<file path="src/rtl/spadix_ctrl.sv">
// Spadix transfer sequencer: reads words from a source bank, waits out the PE pipeline, writes results to a destination bank.
// Latency: start sampled at edge T gives RD outputs in cycle T+1; each word takes 1 RD + PE_LATENCY WAIT + 1 WR cycles, then one DONE cycle.
// Backpressure: none. start is honoured only in IDLE and is never queued; abort cancels a running job on the next edge.
//
// Ports:
//   clk, reset          clock and asynchronous active-low reset
//   start, abort        job request (IDLE only) / synchronous cancel (RD, WAIT, WR only)
//   cfg_*               job configuration, latched when start is accepted
//   busy, done          busy in RD/WAIT/WR; done is a one-cycle pulse in DONE
//   addrh, addrv        shared bank select and row address
//   chip_enable, write_enable, output_enable   active-low per-bank strobes
//   perf_cycles         busy-cycle count of the last completed job
//
// Optional feature: define SPADIX_CTRL_PERF_EN to build the busy-cycle counter.
// Without it, perf_cycles is tied to zero and no counter logic exists.

module spadix_ctrl #(
    parameter int SRAM_BANK  = 8,
    parameter int ADDR_WIDTH = 8,
    parameter int PE_LATENCY = 4
) (
    input  logic                  clk,
    input  logic                  reset,
    input  logic                  start,
    input  logic                  abort,
    input  logic [2:0]            cfg_src_bank,
    input  logic [2:0]            cfg_dst_bank,
    input  logic [ADDR_WIDTH-1:0] cfg_base_rd,
    input  logic [ADDR_WIDTH-1:0] cfg_base_wr,
    input  logic [ADDR_WIDTH-1:0] cfg_len,
    output logic                  busy,
    output logic                  done,
    output logic [2:0]            addrh,
    output logic [ADDR_WIDTH-1:0] addrv,
    output logic [SRAM_BANK-1:0]  chip_enable,
    output logic [SRAM_BANK-1:0]  write_enable,
    output logic [SRAM_BANK-1:0]  output_enable,
    output logic [15:0]           perf_cycles
);

    typedef enum logic [2:0] {
        S_IDLE = 3'd0,
        S_RD   = 3'd1,
        S_WAIT = 3'd2,
        S_WR   = 3'd3,
        S_DONE = 3'd4
    } state_t;

    // ---------------------------------------------------------------
    // State and latched job configuration
    // ---------------------------------------------------------------
    state_t                r_state;
    logic [ADDR_WIDTH-1:0] r_i;
    logic [3:0]            r_wcnt;
    logic [2:0]            r_src;
    logic [2:0]            r_dst;
    logic [ADDR_WIDTH-1:0] r_base_rd;
    logic [ADDR_WIDTH-1:0] r_base_wr;
    logic [ADDR_WIDTH-1:0] r_len;

    // Registered outputs
    logic                  r_busy;
    logic                  r_done;
    logic [2:0]            r_addrh;
    logic [ADDR_WIDTH-1:0] r_addrv;
    logic [SRAM_BANK-1:0]  r_ce;
    logic [SRAM_BANK-1:0]  r_we;
    logic [SRAM_BANK-1:0]  r_oe;

    // Next-state signals
    state_t                w_state_nxt;
    logic [ADDR_WIDTH-1:0] w_i_nxt;
    logic [3:0]            w_wcnt_nxt;
    logic                  w_accept;

    // Configuration as seen by the next cycle: on the accept edge the
    // registers are still stale, so take the values straight from cfg_*.
    logic [2:0]            w_src;
    logic [ADDR_WIDTH-1:0] w_base_rd;
    logic [SRAM_BANK-1:0]  w_src_sel;
    logic [SRAM_BANK-1:0]  w_dst_sel;

    // Next output values
    logic                  w_busy_nxt;
    logic                  w_done_nxt;
    logic [2:0]            w_addrh_nxt;
    logic [ADDR_WIDTH-1:0] w_addrv_nxt;
    logic [SRAM_BANK-1:0]  w_ce_nxt;
    logic [SRAM_BANK-1:0]  w_we_nxt;
    logic [SRAM_BANK-1:0]  w_oe_nxt;

    assign w_src     = w_accept ? cfg_src_bank : r_src;
    assign w_base_rd = w_accept ? cfg_base_rd  : r_base_rd;
    assign w_src_sel = SRAM_BANK'(1) << w_src;
    assign w_dst_sel = SRAM_BANK'(1) << r_dst;

    // ---------------------------------------------------------------
    // Next-state logic
    // ---------------------------------------------------------------
    always_comb begin
        w_state_nxt = r_state;
        w_i_nxt     = r_i;
        w_wcnt_nxt  = r_wcnt;
        w_accept    = 1'b0;

        case (r_state)
            S_IDLE: begin
                // start outranks a simultaneous abort; abort is a no-op here anyway
                if (start) begin
                    w_accept    = 1'b1;
                    w_i_nxt     = '0;
                    w_state_nxt = S_RD;
                end
            end
            S_RD: begin
                if (abort) begin
                    w_state_nxt = S_IDLE;
                end else begin
                    w_wcnt_nxt  = 4'(PE_LATENCY - 1);
                    w_state_nxt = S_WAIT;
                end
            end
            S_WAIT: begin
                if (abort) begin
                    w_state_nxt = S_IDLE;
                end else if (r_wcnt == 4'd0) begin
                    w_state_nxt = S_WR;
                end else begin
                    w_wcnt_nxt = r_wcnt - 4'd1;
                end
            end
            S_WR: begin
                if (abort) begin
                    w_state_nxt = S_IDLE;
                end else if (r_i == r_len) begin
                    w_state_nxt = S_DONE;
                end else begin
                    w_i_nxt     = r_i + ADDR_WIDTH'(1);
                    w_state_nxt = S_RD;
                end
            end
            S_DONE: begin
                w_state_nxt = S_IDLE;
            end
            default: begin
                w_state_nxt = S_IDLE;
            end
        endcase
    end

    // ---------------------------------------------------------------
    // Next-output logic: outputs are a function of the state being
    // entered, so they can be registered and still line up with it.
    // ---------------------------------------------------------------
    always_comb begin
        w_busy_nxt  = 1'b0;
        w_done_nxt  = 1'b0;
        w_addrh_nxt = r_addrh;
        w_addrv_nxt = r_addrv;
        w_ce_nxt    = '1;
        w_we_nxt    = '1;
        w_oe_nxt    = '1;

        case (w_state_nxt)
            S_RD: begin
                w_busy_nxt  = 1'b1;
                w_addrh_nxt = w_src;
                w_addrv_nxt = w_base_rd + w_i_nxt;
                w_ce_nxt    = ~w_src_sel;
                w_oe_nxt    = ~w_src_sel;
            end
            S_WAIT: begin
                // bank select and row hold their RD values; strobes idle
                w_busy_nxt = 1'b1;
            end
            S_WR: begin
                w_busy_nxt  = 1'b1;
                w_addrh_nxt = r_dst;
                w_addrv_nxt = r_base_wr + w_i_nxt;
                w_ce_nxt    = ~w_dst_sel;
                w_we_nxt    = ~w_dst_sel;
            end
            S_DONE: begin
                w_done_nxt = 1'b1;
            end
            default: begin
                w_busy_nxt = 1'b0;
            end
        endcase
    end

    // ---------------------------------------------------------------
    // State, configuration and output registers
    // ---------------------------------------------------------------
    always_ff @(posedge clk or negedge reset) begin
        if (!reset) begin
            r_state   <= S_IDLE;
            r_i       <= '0;
            r_wcnt    <= '0;
            r_src     <= '0;
            r_dst     <= '0;
            r_base_rd <= '0;
            r_base_wr <= '0;
            r_len     <= '0;
            r_busy    <= 1'b0;
            r_done    <= 1'b0;
            r_addrh   <= '0;
            r_addrv   <= '0;
            r_ce      <= '1;
            r_we      <= '1;
            r_oe      <= '1;
        end else begin
            r_state <= w_state_nxt;
            r_i     <= w_i_nxt;
            r_wcnt  <= w_wcnt_nxt;
            if (w_accept) begin
                r_src     <= cfg_src_bank;
                r_dst     <= cfg_dst_bank;
                r_base_rd <= cfg_base_rd;
                r_base_wr <= cfg_base_wr;
                r_len     <= cfg_len;
            end
            r_busy  <= w_busy_nxt;
            r_done  <= w_done_nxt;
            r_addrh <= w_addrh_nxt;
            r_addrv <= w_addrv_nxt;
            r_ce    <= w_ce_nxt;
            r_we    <= w_we_nxt;
            r_oe    <= w_oe_nxt;
        end
    end

    assign busy          = r_busy;
    assign done          = r_done;
    assign addrh         = r_addrh;
    assign addrv         = r_addrv;
    assign chip_enable   = r_ce;
    assign write_enable  = r_we;
    assign output_enable = r_oe;

    // ---------------------------------------------------------------
    // Busy-cycle counter
    // ---------------------------------------------------------------
`ifdef SPADIX_CTRL_PERF_EN
    logic [15:0] r_perf_cnt;
    logic [15:0] r_perf;
    logic [15:0] w_perf_inc;

    // r_busy mirrors "current state is RD/WAIT/WR", so it gates the count.
    assign w_perf_inc = (r_busy && (r_perf_cnt != 16'hFFFF)) ? r_perf_cnt + 16'd1
                                                               : r_perf_cnt;

    always_ff @(posedge clk or negedge reset) begin
        if (!reset) begin
            r_perf_cnt <= '0;
            r_perf     <= '0;
        end else begin
            if (w_accept) begin
                r_perf_cnt <= '0;
            end else begin
                r_perf_cnt <= w_perf_inc;
            end
            // Capture includes the final WR cycle being counted on this edge.
            // An aborted job never reaches DONE, so the old value stays.
            if ((w_state_nxt == S_DONE) && (r_state != S_DONE)) begin
                r_perf <= w_perf_inc;
            end
        end
    end

    assign perf_cycles = r_perf;
`else
    assign perf_cycles = 16'd0;
`endif

endmodule

</file>
<file path="config.mk">
export PLATFORM = sky130hd
export DESIGN_NAME = spadix_ctrl
export DESIGN_NICKNAME = d
export VERILOG_FILES = /design/src/rtl/spadix_ctrl.sv
export SDC_FILE = /design/constraint.sdc
export NUM_CORES = 1
export LEC_CHECK = 0
export ABC_AREA = 1
export BUFFER_PORTS_ARGS = -buffer_cell sky130_fd_sc_hd__clkbuf_2
export CORE_ASPECT_RATIO = 0.75
export CORE_UTILIZATION = 55
export DETAILED_ROUTE_END_ITERATION = 6
export PLACE_DENSITY = 0.92
export SLEW_MARGIN = 20
export SYNTH_ARGS = -nofsm -noshare
export SYNTH_HDL_FRONTEND = slang
export SYNTH_SLANG_ARGS = --single-unit
</file>
<file path="constraint.sdc">
create_clock -name clk -period 3.8 [get_ports clk]
set_clock_uncertainty 0.15 [all_clocks]
set_input_delay 0.38 -clock clk [delete_from_list [all_inputs] [get_ports clk]]
set_output_delay 0.38 -clock clk [all_outputs]
set_load 0.1 [all_outputs]
</file>
---- Word level (Yosys, flattened, before mapping) ----
Index checks and enable logic that the tools add are counted.
word-level totals
  flip-flop bits (word level) ............. 82
  word-level logic and storage cells ...... 66
  input bits .............................. 34
operators by class
  equal/unequal tests ..................... 11
  reductions and logical operators ........ 6
  $add $sub $neg .......................... 4
  multiplexer cells ....................... 26
  shifts and indexed selects .............. 2
  bitwise logic cells ..................... 2
operators by type and width
  cell                 number
  $mux 8               6
  $pmux 8 s2           3
  $mux 3               6
  $add 8x8->8          2
  $not 8->8            2
  $shl 1x3->8 const A  2
  $eq 3x2->1 const B   4
  $mux 4               3
  $pmux 3 s4           1
  $add 8x1->8 const B  1
  $eq 8x8->1           1
  $pmux 4 s2           1
  $eq 3x1->1 const B   2
  $ne 2x2->1 const B   3
  $pmux 3 s2           1
  $logic_not 4->1      1
  $mux 1               4
  $reduce_and 4->1     1
  $reduce_bool 2->1    2
  $sub 4x1->4 const B  1
  $eq 3x3->1 const B   1
  $logic_not 3->1      1
  $reduce_or 3->1      1
  $mux 2               1

---- Longest topological paths before layout ----
  depth in word-level cells ............... 7
  depth in mapped cells ................... 22
  gate-level depth less buffers ........... 22

---- Worst setup path after synthesis ----
OpenSTA, ideal clock, no wires.
  path type ............................... register to register
  start point ............................. reg r_wcnt[0]
  end point ............................... reg r_addrv[6] (netlist: addrv[6])
  data arrival time ....................... 2662 ps
  library setup time ...................... 68 ps
  slack ................................... 921 ps
  data required time ...................... 3582 ps
  path buffers ............................ 2
  stages on the path, launching flop included .. 19
  cells stage by stage .................... dfrtp_1 inv_1 ha_1 nand3_1 nor2_1 nand2_1 buf_2 buf_1 a31oi_1 ha_1 fa_1 nand2_1 nand2_1 a21oi_1 o21ai_0 a21oi_1 xnor2_1 nand2_1 nand2_1
between the ends
  longest elaborated chain between the ends .. 6
  elaborated cells on any way between the ends .. 8
ends and longest elaborated chain
  what                                                    line  source
  start, declared                                         54    logic [3:0] r_wcnt;
  start signal, assigned                                  215   r_wcnt <= w_wcnt_nxt;
  $logic_not 4->1 *                                       126   end else if (r_wcnt == 4'd0) begin
  $mux 3 *                                                126
  $mux 3 *                                                124   if (abort) begin
  $pmux 3 s4 *                                            106   case (r_state)
  $eq 3x2->1 / $eq 3x1->1 (equally long branches)         164   case (w_state_nxt)
  $pmux 8 s2 / $reduce_bool 2->1 (equally long branches)  n/a
  end signal, assigned                                    226   r_addrv <= w_addrv_nxt;
  end, declared                                           65    logic [ADDR_WIDTH-1:0] r_addrv;
Every way passes the cells marked *; elsewhere a longest branch is shown, timed or not.
A chain may end at the register's enable or synchronous reset.

---- Final worst setup path ----
  start point ............................. reg r_i[0]
  end point ............................... reg r_addrv[6] (netlist: addrv[6])
between the ends
  longest elaborated chain between the ends .. 6
  elaborated cells on any way between the ends .. 15
ends and longest elaborated chain
  what                                              line      source
  start, declared                                   53        logic [ADDR_WIDTH-1:0] r_i;
  start signal, assigned                            214       r_i <= w_i_nxt;
  $add 8x1->8 / $eq 8x8->1 (equally long branches)  138, 135
  $mux 8                                            135       end else if (r_i == r_len) begin
  $mux 8                                            133       if (abort) begin
  $pmux 8 s2 *                                      106
  named net w_i_nxt[0]                              72        logic [ADDR_WIDTH-1:0] w_i_nxt;
  $add 8x8->8 (on tied branches)                    179, 168
  $pmux 8 s2 *                                      164
The timed path passes the listed nets; every way through them passes the cells marked *.

==> flow_summary.toml <==
[place]
portBuffers = 70
hpwl_um = 6800
place_worst_setup_slack_ns = 0.652
gp_congestion = 0.921

[clock_tree]
cts_sinks = 82
root_buffer = "clkbuf_8"
cts_max_level = 3
path_clk_slew_ns = 0.09
postCtsSetupBuffers = 0
hold_buffers = 0
cts_inserted_buffers = 9
cts_resized = 0
clkLatencyLatePin_ns = 0.36
cts_tree = "done"
cts.path.max_buffers = 2

[synth]
yosysMostFrequentCell = "nand2_1"
ys.warnings.count = 0
synth_common_cells = "nand2_1, dfrtp_1, inv_1, nor2_1, o21ai_0"
synthTopCellsByArea = "dfrtp_1, dfstp_2, nand2_1"
ys_seq_area_share_pct = 51.3
synthCells = 482
syn_avg_cell_area_sq_um = 8.42
synth_edf_count = 0
ys_types = 38
netlist.area_leader.share_pct = 35.8
synth_top_area_cell = "dfrtp_1"
syn_area_sq_um = 4060
ys_ff_latch = 82
ys.flop_type = "dfrtp_1"
async_reset_ff_share_pct = 100

[sta]
finalHoldViolCount = 0
finalSetupViolCount = 0
rsz0062_at_grt = "no"
setup_tns_ns = 0
slew_headroom_pct = 32.9
fin_ws_ns = 0.358
max_slew.worst_pin.slew_ns = 1.01
hold_slack_ns = 0.0236
finalCritPeriodShare_pct = 90.6
timing.fmax_ghz = 0.290
slew_violations = 0
layout_min_cycle_time_ns = 3.44

[worst_setup_path]
worst-endpoint-required_ns = 3.95
critPathMaxFanout = 6
worstRegToRegCells = 22
worst_ep_arrival_time_ns = 3.59
end_kind = "flop"
r2r_start = "r_i[0]"
r2r_setup_slack_ns = 0.36
crit_type = "reg -> reg"
startpoint_type = "flop"
r2r_end = "addrv[6]"

[cells_and_area]
nNetsFinal = 602
fill_cells = 569
regArea_sq_um = 2080
diodes = 0
area_delta_synth_final_pct = 14.7
drive_gt1_share_pct = 25.1
multiInputGateArea_sq_um = 1620

[drt]
drt_iter0_drc = 312
vias = 3514
drt_first_pass_iters = 7
drt-total-wl_um = 9680
final_antenna_net_count = 0
wl_per_cell_um = 14.7
drc_errors = 1
viasPerCell = 5.32

[floorplan]
pin_count = 87
start_util_pct = 58.3
num_rows = 26
die-area_sq_um = 7730
die_x_um = 101
core_sq_um = 6960
die_y_um = 76.4

[global_route]
grt_overflow = 0
grt_use_total_pct = 27.2
grt_pass1_vias = 3481
antenna_found_initial = 0
grt_max_degree = 83
grt_pass1_wl_um = 16100

[power_and_ir_drop]
power_density_nw_per_um2 = 795
vdd_drop_max_uv = 668
power.leakage_nw = 2.41

[worst_hold_path]
min_path_type = "in -> async"

[status]
outcome = "finished, violations left"
failed_checks = "DRC"

[flow_run]
drv_cap = 0
## stage by stage
step	utilization (%)	instances	cell area, sq um	power (mW)
after global placement	64.0	644	4460	2.95
final	66.8	660	4650	3.70
after CTS	66.8	660	4650	3.69
after global routing	66.8	660	4650	3.90
after floorplan	-	497	4110	2.68
after detailed placement	64.0	644	4460	3.03
## metal layers
layer | part of all wire (%) | routed length, um | track usage, % | vias to the layer above
li1 | - | - | - | 1627
met1 | 41 | 4000 | 35.7 | 1652
met2 | 47 | 4570 | 41.8 | 197
met3 | 8.3 | 806 | 8.07 | 38
met4 | 3.1 | 303 | 12.0 | 0
met5 | 0 | 0 | 0 | -
## power by group
group / internal, mW / leakage [nW] / switching (mW)
clock network: 0.307 / 0.0966 / 0.331
logic: 0.373 / 1.34 / 1.39
registers: 1.15 / 0.975 / 0.147
## registers in the layout (all words and copies together), names as in the netlist
name,cells
addrh,3
addrv,8
busy,1
chip_enable,8
done,1
output_enable,8
r_base_rd,8
r_base_wr,8
r_dst,3
r_i,8
r_len,8
r_src,3
r_state,3
r_wcnt,4
write_enable,8
## logic make-up after synthesis
group	after synthesis	share of synthesized area, %
AND/OR/NAND/NOR	224	24.1
other	1	0.0924
adder cells (fa/ha/maj)	11	3.58
AO/OA/AOI/OAI	63	8.48
flip-flops	82	51.3
buffers and inverters	91	10.2
XOR/XNOR	10	2.16
## placed cells by master, fill, tap and decap left out, drive strengths merged, types with 16 or more instances in the layout
cell type and n:
a21oi 16, clkbuf 78, conb 16, dfrtp 58
dfstp 24, inv 69, nand2 149, nand3 21
nor2 39, o21ai 31
## area by class of cell
cell class / count / area share, %
clock buffer: 9 / 2.66
clock inverter: 7 / 1.59
inverter: 66 / 5.43
multi-input combinational: 324 / 34.7
sequential: 82 / 44.7
tap: 98 / 2.64
timing repair buffer: 74 / 8.23
## critical path, cell delays in order, from the launching register on
cell	delay, ns
dfrtp_1	0.41
inv_1	0.16
nand2_1	0.08
nand2_1	0.07
nand2_1	0.11
inv_1	0.10
nand2_2	0.05
nor2_2	0.12
nor2_4	0.08
nand2_4	0.09
o21ai_0	0.08
o21ai_0	0.10
inv_1	0.09
ha_1	0.22
fa_1	0.41
nand2_1	0.09
nand2_1	0.07
a21oi_1	0.20
o21ai_0	0.12
a21oi_1	0.19
xnor2_1	0.18
nand2_1	0.11
nand2_1	0.09
## how the worst max path moves through the flow
stage | start | end | slack (ns) | cells past startpoint
2_1_floorplan | r_wcnt[0] | addrv[6] | 0.92 | 18
3_3_place_gp | r_state[2] | addrv[6] | 0.75 | 16
3_5_place_dp | r_state[2] | addrv[6] | 0.65 | 16
4_1_cts | r_i[0] | addrv[6] | 0.51 | 22
5_1_grt | r_i[0] | addrv[6] | 0.27 | 22
6_report | r_i[0] | addrv[6] | 0.36 | 22
(Power assumes the default switching activity.)
